`src/rtl/pipe_stall_ctrl.sv`:
```
// -----------------------------------------------------------------------------
// pipe_stall_ctrl
//   Pipeline stall/flush controller for the 5-stage 16-bit core. It takes the
//   hazard unit's load-use stall and the branch, memory-busy and halt events.
//   From these it drives the PC and pipeline-register write enables, the IF/ID
//   flush and the ID/EX bubble.
//
//   Internal state: RUN / LDGUARD / MEMWAIT / HALTED FSM and a memory-wait
//   counter. The sticky memErr flag is set when that counter times out.
//
// Parameters
//   MEM_TIMEOUT  consecutive memStall cycles before memErr + halt (1..65535)
//   CNT_W        width of the optional performance counters
//
// Ports
//   clk           core clock, rising edge
//   rst           asynchronous active-low reset
//   ldStall       load-use hazard (ID instruction needs the load in EX)
//   branchTaken   EX-stage branch/jump resolved taken
//   memStall      instruction/data memory busy; freeze the whole pipe
//   haltWB        HALT instruction in WB
//   pcWriteEn     PC write enable
//   ifidWriteEn   IF/ID write enable
//   ifidFlush     load NOP into IF/ID
//   idexBubble    load NOP into ID/EX
//   exmemWriteEn  EX/MEM and MEM/WB write enable
//   halted        core halted (sticky until reset)
//   memErr        memory-wait timeout seen (sticky until reset)
//   stallCycles   cycles with pcWriteEn=0 while not halted (STALL_PERF_EN)
//   flushCount    number of ifidFlush cycles (STALL_PERF_EN)
//
// Build option
//   STALL_PERF_EN  when defined, builds the saturating stallCycles/flushCount
//                  counters; otherwise both outputs are tied to zero.
// -----------------------------------------------------------------------------
module pipe_stall_ctrl #(
  parameter int MEM_TIMEOUT = 255,
  parameter int CNT_W       = 16
) (
  input  logic             clk,
  input  logic             rst,
  input  logic             ldStall,
  input  logic             branchTaken,
  input  logic             memStall,
  input  logic             haltWB,
  output logic             pcWriteEn,
  output logic             ifidWriteEn,
  output logic             ifidFlush,
  output logic             idexBubble,
  output logic             exmemWriteEn,
  output logic             halted,
  output logic             memErr,
  output logic [CNT_W-1:0] stallCycles,
  output logic [CNT_W-1:0] flushCount
);

  localparam int WCNT_W = $clog2(MEM_TIMEOUT + 1);
  localparam logic [WCNT_W-1:0] WAIT_MAX = WCNT_W'(MEM_TIMEOUT);

  typedef enum logic [1:0] {
    S_RUN,
    S_LDGUARD,
    S_MEMWAIT,
    S_HALTED
  } state_e;

  state_e            state_q, state_d;
  logic [WCNT_W-1:0] wait_cnt_q, wait_cnt_d;
  logic              mem_err_q, mem_err_d;

  always_ff @(posedge clk or negedge rst) begin
    if (!rst) begin
      state_q    <= S_RUN;
      wait_cnt_q <= '0;
      mem_err_q  <= 1'b0;
    end else begin
      state_q    <= state_d;
      wait_cnt_q <= wait_cnt_d;
      mem_err_q  <= mem_err_d;
    end
  end

  always_comb begin
    state_d      = state_q;
    wait_cnt_d   = wait_cnt_q;
    mem_err_d    = mem_err_q;
    pcWriteEn    = 1'b1;
    ifidWriteEn  = 1'b1;
    exmemWriteEn = 1'b1;
    ifidFlush    = 1'b0;
    idexBubble   = 1'b0;

    if (!rst) begin
      // Hold the pipe frozen and filled with NOPs while reset is asserted.
      pcWriteEn    = 1'b0;
      ifidWriteEn  = 1'b0;
      exmemWriteEn = 1'b0;
      ifidFlush    = 1'b1;
      idexBubble   = 1'b1;
    end else if (state_q == S_HALTED) begin
      pcWriteEn    = 1'b0;
      ifidWriteEn  = 1'b0;
      exmemWriteEn = 1'b0;
    end else if (memStall) begin
      pcWriteEn    = 1'b0;
      ifidWriteEn  = 1'b0;
      exmemWriteEn = 1'b0;
      state_d      = S_MEMWAIT;
      // The counter can never already sit at WAIT_MAX here, because reaching
      // it sends the FSM to HALTED. The guard only keeps it from wrapping.
      if (wait_cnt_q != WAIT_MAX) begin
        wait_cnt_d = wait_cnt_q + 1'b1;
      end
      if (wait_cnt_d == WAIT_MAX) begin
        mem_err_d = 1'b1;
        state_d   = S_HALTED;
      end
    end else begin
      // A released MEMWAIT is handled exactly like RUN in this cycle.
      wait_cnt_d = '0;
      if (branchTaken) begin
        ifidFlush  = 1'b1;
        idexBubble = 1'b1;
        state_d    = S_RUN;
      end else if (ldStall && (state_q != S_LDGUARD)) begin
        pcWriteEn   = 1'b0;
        ifidWriteEn = 1'b0;
        idexBubble  = 1'b1;
        state_d     = S_LDGUARD;
      end else begin
        state_d = S_RUN;
      end
      if (haltWB) begin
        state_d = S_HALTED;
      end
    end
  end

  assign halted = (state_q == S_HALTED);
  assign memErr = mem_err_q;

`ifdef STALL_PERF_EN
  logic [CNT_W-1:0] stall_cnt_q, stall_cnt_d;
  logic [CNT_W-1:0] flush_cnt_q, flush_cnt_d;

  always_ff @(posedge clk or negedge rst) begin
    if (!rst) begin
      stall_cnt_q <= '0;
      flush_cnt_q <= '0;
    end else begin
      stall_cnt_q <= stall_cnt_d;
      flush_cnt_q <= flush_cnt_d;
    end
  end

  always_comb begin
    stall_cnt_d = stall_cnt_q;
    flush_cnt_d = flush_cnt_q;
    if (state_q != S_HALTED) begin
      if (!pcWriteEn && (stall_cnt_q != '1)) begin
        stall_cnt_d = stall_cnt_q + 1'b1;
      end
      if (ifidFlush && (flush_cnt_q != '1)) begin
        flush_cnt_d = flush_cnt_q + 1'b1;
      end
    end
  end

  assign stallCycles = stall_cnt_q;
  assign flushCount  = flush_cnt_q;
`else
  assign stallCycles = '0;
  assign flushCount  = '0;
`endif

endmodule

```
`config.mk`:
```
export PLATFORM = sky130hd
export DESIGN_NAME = pipe_stall_ctrl
export DESIGN_NICKNAME = d
export VERILOG_FILES = /design/src/rtl/pipe_stall_ctrl.sv
export SDC_FILE = /design/constraint.sdc
export NUM_CORES = 1
export LEC_CHECK = 0
export ABC_CLOCK_PERIOD_IN_PS = 2550
export BUFFER_PORTS_ARGS = -buffer_cell sky130_fd_sc_hd__buf_2
export CORE_ASPECT_RATIO = 0.75
export CORE_MARGIN = 1.5
export CORE_UTILIZATION = 33
export CTS_CLUSTER_SIZE = 8
export DETAILED_ROUTE_END_ITERATION = 12
export PLACE_DENSITY_LB_ADDON = 0.3
export SETUP_SLACK_MARGIN = 0.4
export SYNTH_ARGS = -nofsm -noshare
export SYNTH_HDL_FRONTEND = slang
export SYNTH_SLANG_ARGS = --single-unit
```
`constraint.sdc`:
```
create_clock -name clk -period 2.55 [get_ports clk]
set_input_delay 0.255 -clock clk [delete_from_list [all_inputs] [get_ports clk]]
set_output_delay 0.255 -clock clk [all_outputs]
set_load 0.02 [all_outputs]
```
==> results of run 1 <==
==> worst max-delay path: stages (launching register included) <==
cell                      delay [ns]
sky130_fd_sc_hd__dfrtp_1        0.42
sky130_fd_sc_hd__a21bo_1        0.33
sky130_fd_sc_hd__nor3_1         0.30
sky130_fd_sc_hd__buf_2          0.23
==> routing by layer <==
| metal | vias to the layer above | wire length [um] |
|---|---|---|
| met5 | - | 0 |
| li1 | 390 | - |
| met1 | 393 | 856 |
| met3 | 2 | 196 |
| met4 | 0 | 14 |
| met2 | 43 | 942 |
==> logic make-up (layout without fill, tap and decap cells) <==
logic type                 Yosys count  in the layout  synth area share
AOI/OAI and AO/OA                   34             34             0.233
adders and majority gates            1              1            0.0120
buffers and inverters               48             24             0.322
DFF                                 11             11             0.265
muxes                                1              1           0.00964
other                                1             32           0.00361
and+or+nand+nor                     28             28             0.155
==> area by class of cell <==
class	instances	area share
Tap cell	38	0.0472
Sequential cell	11	0.273
Clock buffer	4	0.0447
Multi-Input combinational cell	96	0.542
Inverter	7	0.0261
Timing Repair Buffer	13	0.0671
==> state kept, by name, indices dropped and copies added, names as in the netlist <==
name / cells
wait_cnt_q: 8
state_q: 2
memErr: 1
==> synthesized netlist by cell type (2+ instances only) <==
cell type,n,share of area
sky130_fd_sc_hd__a21oi_1,9,0.043
sky130_fd_sc_hd__a31o_2,2,0.017
sky130_fd_sc_hd__a31oi_1,2,0.012
sky130_fd_sc_hd__a41oi_1,2,0.017
sky130_fd_sc_hd__and3_1,3,0.018
sky130_fd_sc_hd__buf_2,3,0.014
sky130_fd_sc_hd__buf_4,34,0.25
sky130_fd_sc_hd__buf_6,3,0.033
sky130_fd_sc_hd__dfrtp_1,11,0.27
sky130_fd_sc_hd__inv_1,7,0.025
sky130_fd_sc_hd__nand2_1,4,0.014
sky130_fd_sc_hd__nand3_1,5,0.024
sky130_fd_sc_hd__nand4_1,2,0.012
sky130_fd_sc_hd__nor2_1,7,0.025
sky130_fd_sc_hd__o2111ai_1,2,0.017
sky130_fd_sc_hd__o211ai_1,2,0.014
sky130_fd_sc_hd__o211ai_2,2,0.024
sky130_fd_sc_hd__o21ai_0,5,0.024
sky130_fd_sc_hd__o22ai_1,2,0.012
==> where the power goes <==
group / total [mW] / internal [mW] / switching [mW]
combinational: 0.234 / 0.0728 / 0.161
sequential: 0.259 / 0.204 / 0.0554
clock: 0.181 / 0.110 / 0.0707
total: 0.674 / 0.387 / 0.287
==> worst max-delay path by stage <==
stage | to | slack, ns | from
global route | pcWriteEn | 0.68 | state_q[0]
detailed placement | state_q[0] | 0.85 | wait_cnt_q[0]
CTS | pcWriteEn | 0.78 | state_q[0]
global placement | state_q[0] | 0.91 | wait_cnt_q[0]
floorplan | pcWriteEn | 0.79 | state_q[0]
finish | pcWriteEn | 0.77 | state_q[0]
==> through the flow <==
stage          hold slack [ns]  instances   util  worst slack [ns]  area, um^2
4_1_cts                 0.0397        169  0.338             0.784        1010
3_5_place_dp             0.299        165  0.323             0.855         962
3_3_place_gp             0.294        165  0.323             0.912         962
6_report                0.0365        169  0.338             0.774        1010
5_1_grt                 0.0583        169  0.338             0.685        1010
2_1_floorplan          -0.0406        155      -             0.789        1150
==> results by stage, run 1 <==
Route:
- The vias after detailed routing is a little over 800.
- In the routed layout, each cell is associated on average with a via count of roughly 5.
- The count of nets left with antenna violations after detail routing is 0.
- The first-pass iteration count of the detailed router is 4.
- The wire length per cell after detailed routing is approximately 12 um.
- The final wirelength is between 2 and 2.5 mm.
- After detailed routing, the number of remaining DRC violations is 0.
- The initial DRC count is ~120.

Final layout:
- Relative to the synthesized area, the layout overhead comes to -3.01%.
- Of the cells placed in the final design, the portion with a size suffix greater than 1 is 0.168.
- The top cell types in the final layout, fill and taps aside, are sky130_fd_sc_hd__conb_1 (32), sky130_fd_sc_hd__buf_2 (12), sky130_fd_sc_hd__dfrtp_1 (11), sky130_fd_sc_hd__a21oi_1 (9).
- Counting the fill cells in the layout gives approximately 320.
- The register cell area after layout is roughly 280 um^2.
- The multi-input combinational cell area is roughly 550 um^2.
- The most common library cell in the layout ignoring fill and taps is sky130_fd_sc_hd__conb_1.
- The net count of the finished layout is 139.
- The diode insertion count for antenna repair is 0.

Floorplanning:
- The core area is 0.00298 mm^2.
- The full die area is 0.00350 mm^2.
- The die width is 67.8 um.
- Measured along the y axis, the die boundary spans 51.6 um.
- For this configuration, the core starts out at a cell density of 0.349.
- The number of cell rows is 17.
- The I/O pin count is between 40 and 50.

Yosys:
- After synthesis the netlist holds a flip-flop and latch count of 11.
- The synthesized area per cell is ~8.4 um^2.
- Yosys mapped a number of flops with a built-in enable equal to 0.
- The share of flip-flops with an asynchronous set or reset is 1.00.
- The number of warnings reported in the yosys synthesis log is 0.
- The sequential cell area fraction in the yosys report is 0.265.
- Among all flip-flop cells after synthesis, the most frequent one is sky130_fd_sc_hd__dfrtp_1.
- The mapped netlist covers 0.00104 mm^2.
- The gate count of the mapped netlist is between 100 and 150.
- The number of different library cells used by synthesis comes to 36.

Clock network:
- The clock passes through at most 2 buffers.
- The H-tree level count is 1.
- Clock latency on the worst-skew pair, taken at its later pin, is around 0.24 ns.
- The post-cts hold buffer count is 0.
- After clock tree synthesis, the clock-pin slew on the worst setup and hold paths is 0.06 ns.
- In this run, CTS created clock tree buffers numbering 3.
- The buffer count from post-CTS setup fixing is 0.
- The tree is rooted in a sky130_fd_sc_hd__clkbuf_8.
- TritonCTS built the clock tree.
- The number of clock sinks is 11.
- The number of gates given a new drive strength after cts is 0.

Setup path:
- In this run the worst path has a maximum fanout of 10.
- The critical path arrival is ~1.5 ns.
- The critical path in this run is classified as reg -> out.
- The endpoint class of the critical path is an output port.
- The endpoint identified for the worst register-to-register timing path is memErr.
- The nature of the critical path startpoint is a register.
- The number of cells on the worst reg-to-reg path is 5.
- The beginning of the worst register-to-register path is wait_cnt_q[0].
- At the worst endpoint, the required time is approximately 2.3 ns.
- The setup check on the worst reg-to-reg path leaves a slack of between 0.8 and 0.9 ns.

Power:
- The analysis attributes to cell leakage a power of between 0.4 and 0.5 nW.
- Power comes to 674 uW.
- The peak supply drop is between 100 and 150 uV.
- The total power divided by cell area is 669 mW/mm^2.

Global route:
- The global routing met2 resource utilization is 0.196.
- The aggregate global-route resource usage is 0.122.
- The met1 global-route usage is 0.158.
- Entering global routing, the biggest net connects 12 pins.
- The initial antenna violation count is 0.
- The first global-routing pass estimated between 3 and 4 mm of wire.
- The final global-route overflow total is 0.
- The most heavily used metal layer in global routing is met2.
- The met3 track demand over resource in global routing is 0.0411.
- The via count of the first global-routing pass is 660.

Timing:
- The worst max-slew margin expressed relative to the limit is 0.669.
- After layout, the minimum clock period comes to about 1.8 ns.
- The final number of max-transition violations came to 0.
- For the pin with the worst max-slew slack, the measured transition is between 0.4 and 0.5 ns.
- Setup repair after global routing left no endpoint under its margin.
- Between clock sinks in the finished design, the worst skew comes to about 0.0051 ns.
- In the final timing run, aggregate negative setup slack is 0 ns.
- The setup-violating endpoint count in the final report is 0.
- Dividing the final minimum period by the clock period gives 0.697.
- The final hold violation count was 0.
- The maximum clock rate is between 0.5 and 0.6 GHz.

Min path:
- The path class of the lowest-slack min-delay path is in -> async.

Place:
- The count of buffers added on input and output ports is 12.
- The routability congestion estimate is roughly 0.86.
- The HPWL after detailed placement is approximately 1.5 mm.

Status:
- The flow ran to the end, and the final reports show no timing, DRC or antenna violations.

Job:
- The reported max-cap violation count is 0.
(Power assumes the default switching activity.)
==> run 2, diff against run 1 <==
ABC_CLOCK_PERIOD_IN_PS = 1700   (was 2550)
clock period = 1.7 ns   (was 2.55 ns; I/O delays follow)
==> results by stage, run 2 (synthesis results as in run 1) <==
Final layout:
- In the final layout, the share of cells above drive strength 1 is 0.383.
- Compared with the post-synthesis result, the final layout area differs by 16.0%.
- The most common library cell in the layout ignoring fill and taps is sky130_fd_sc_hd__conb_1.
- Measured on the finished design, the core utilization comes to 0.405.
- In the layout the commonest cells are sky130_fd_sc_hd__conb_1 (32), sky130_fd_sc_hd__buf_4 (11), sky130_fd_sc_hd__a21oi_1 (8), sky130_fd_sc_hd__inv_1 (7), sky130_fd_sc_hd__buf_2 (7).
- The number of antenna diodes in the final layout is 0.
- The number of nets at the end of the flow is around 150.
- The register with the most flip-flops is wait_cnt_q.
- The number of flip-flops under the largest register name is 8.

Power:
- The peak supply drop is about 500 uV.
- The total internal power is just over 700 uW.
- The share of total power dissipated in combinational logic is 0.469.
- The power share of the sequential group is 0.307.
- In this run the power density over the cells is just over 1000 mW/mm^2.
- The analysis attributes to cell leakage a power of between 0.5 and 0.6 nW.
- The share of total power dissipated in the clock network is 0.224.
- Of the total power, the share spent switching nets is 0.416.
- The switching power total is 509 uW.

Timing:
- The clock tree skew after final layout is about 0.01 ns.
- The final worst-path cycle share is 0.832.
- The maximum clock rate is between 0.7 and 0.8 GHz.
- The final hold violation count is 0.
- After routing, the total negative slack on setup checks comes to 0 ns.
- Setup violations remaining at the end of the flow were counted as 0.
- The final number of max-transition violations is 0.
- Setup repair after global routing could not meet its margin everywhere.
- The worst max-slew margin expressed relative to the limit is 0.649.
- The minimum clock period after layout is roughly 1.4 ns.
- The actual transition at the worst max-transition pin is roughly 0.53 ns.

Setup path:
- The cell with the biggest individual delay on the critical path is sky130_fd_sc_hd__dfrtp_2.
- At the worst endpoint, the required time is around 1.5 ns.
- STA classifies the critical path endpoint as an output port.
- The critical path goes through a21bo_4 > nor3_4 > buf_6.
- The nature of the critical path startpoint is a register.
- Data arrives at the worst endpoint at ~1.2 ns.
- The delay of the slowest cell on the worst path is around 0.44 ns.
- In this run the worst path has a maximum fanout of 6.
- The worst setup path is of the reg -> out kind.

Place:
- Buffers placed on the I/O ports in this run total 12.
- The wire-length estimate of the detail-placed layout is 1.55 mm.
- The congestion estimate from routability-driven global placement came to 0.854.

Floorplanning:
- The die width is approximately 68 um.
- The starting density of the core is 0.349.
- The die is between 50 and 60 um tall.
- The core area is approximately 0.0030 mm^2.
- The full die area is between 0.003 and 0.004 mm^2.
- The floorplan has 17 rows.
- Pin placement for this block handled 45 I/O pins.

Clock network:
- The number of buffers created by CTS is 3.
- TritonCTS built the clock tree.
- The H-tree level count is 1.
- The clock network latency to the later pin of the worst-skew pair is around 0.25 ns.
- In this run the deepest clock path goes through 2 buffers.
- In this run the clock root is driven by a sky130_fd_sc_hd__clkbuf_8.
- For this design, the sink count on the clock tree is 11.
- After clock tree synthesis, the clock-pin slew on the worst setup and hold paths is ~0.060 ns.

Status:
- The run finished with clean final reports.

Route:
- The vias after detailed routing is 870.
- The first detailed-routing pass took 4 iterations.
- The number of remaining DRC errors is 0.
- The wire length per cell after detailed routing is 12.7 um.
- The count of nets left with antenna violations after detail routing is 0.
- After the first detailed-routing iteration, the DRC count stood at 55.
- After detailed routing, the number of vias per cell comes to 4.86.
- The final wirelength is about 2.3 mm.

Global route:
- After global routing, the most crowded layer is met2.
- The initial antenna violation count came to 0.
- The via count of the first global-routing pass is between 600 and 700.
- The pin count of the biggest net entering global routing is 12.
- The global-route wire length before repair is ~3.3 mm.
- The final global-route overflow total is 0.
- The aggregate global-route resource usage is 0.131.
- For this run, global-route usage on met2 was measured as 0.186.
- The met3 track demand over resource in global routing is 0.0476.
- For this run, global-route usage on met1 was measured as 0.180.

Job:
- The tool flagged a number of max-cap violations equal to 0.

Min path:
- The min-delay analysis places its worst path in the category in -> reg.
[run 2: changes by cell type in the layout (fill, tap and decap cells not counted), sizes merged]
cell	before	now
buf	13	22
clkbuf	4	3
clkinv	0	1
dlygate4sd3	0	1
[run 2: final timing paths]
kind / slack [ns] / depth (start not counted) / start / end
max: 0.29 / 3 / state_q[0] / pcWriteEn
min: 0.18 / 3 / haltWB / state_q[1]
min in group asynchronous: 0.63 / 3 / rst / wait_cnt_q[0]
max in group asynchronous: 0.68 / 3 / rst / wait_cnt_q[6]
min reg2reg: 0.49 / 1 / memErr / memErr
max reg2reg: 0.29 / 5 / wait_cnt_q[1] / wait_cnt_q[0]
[run 2: repair_timing]
item / in CTS / in global routing
setup endpoints to repair: 15 / 15
hold endpoints to repair: 11 / 0
pin swaps: 9 / 5
hold buffers: 1 / 0
setup buffers: 5 / 2
resized for setup: 20 / 9
[run 2: layout make-up]
type,count,area (um^2)
multi-input cells,96,629
clock buffers,3,41.3
fillers,310,1770
well taps,38,47.5
flip-flops and latches,11,283
repair buffers,23,173
inverters,7,26.3
clock inverters,1,5.00
[run 2: metrics by stage]
step / total power [mW] / setup slack (ns) / instance area [um^2] / instances / hold WS (ns)
after floorplan: 0.792 / 0.304 / 1200 / 155 / -0.126
after global placement: 0.813 / 0.178 / 1010 / 167 / 0.182
after detailed placement: 0.817 / 0.184 / 1010 / 167 / 0.165
after CTS: 1.19 / 0.280 / 1160 / 177 / 0.180
after global routing: 1.30 / 0.229 / 1200 / 179 / 0.203
final: 1.23 / 0.285 / 1200 / 179 / 0.179
[run 2: critical path: cells and delay by family (launching register included)]
family / cells / cell delay, ns
AOI/OAI and AO/OA: 1 / 0.26
buffers and inverters: 1 / 0.15
DFF: 1 / 0.44
and+or+nand+nor: 1 / 0.16
[run 2: metal layers]
layer,routed length [um],vias up
met5,0,-
met4,32,0
met3,191,4
met2,1080,41
met1,968,416
li1,-,409
[run 2: power groups by stage]
stage | Sequential (mW) | Combinational [mW] | Clock, mW
detailed placement | 0.393 | 0.424 | 0
global route | 0.383 | 0.625 | 0.289
finish | 0.377 | 0.575 | 0.274
CTS | 0.378 | 0.530 | 0.278
global placement | 0.390 | 0.423 | 0
floorplan | 0.359 | 0.433 | 0
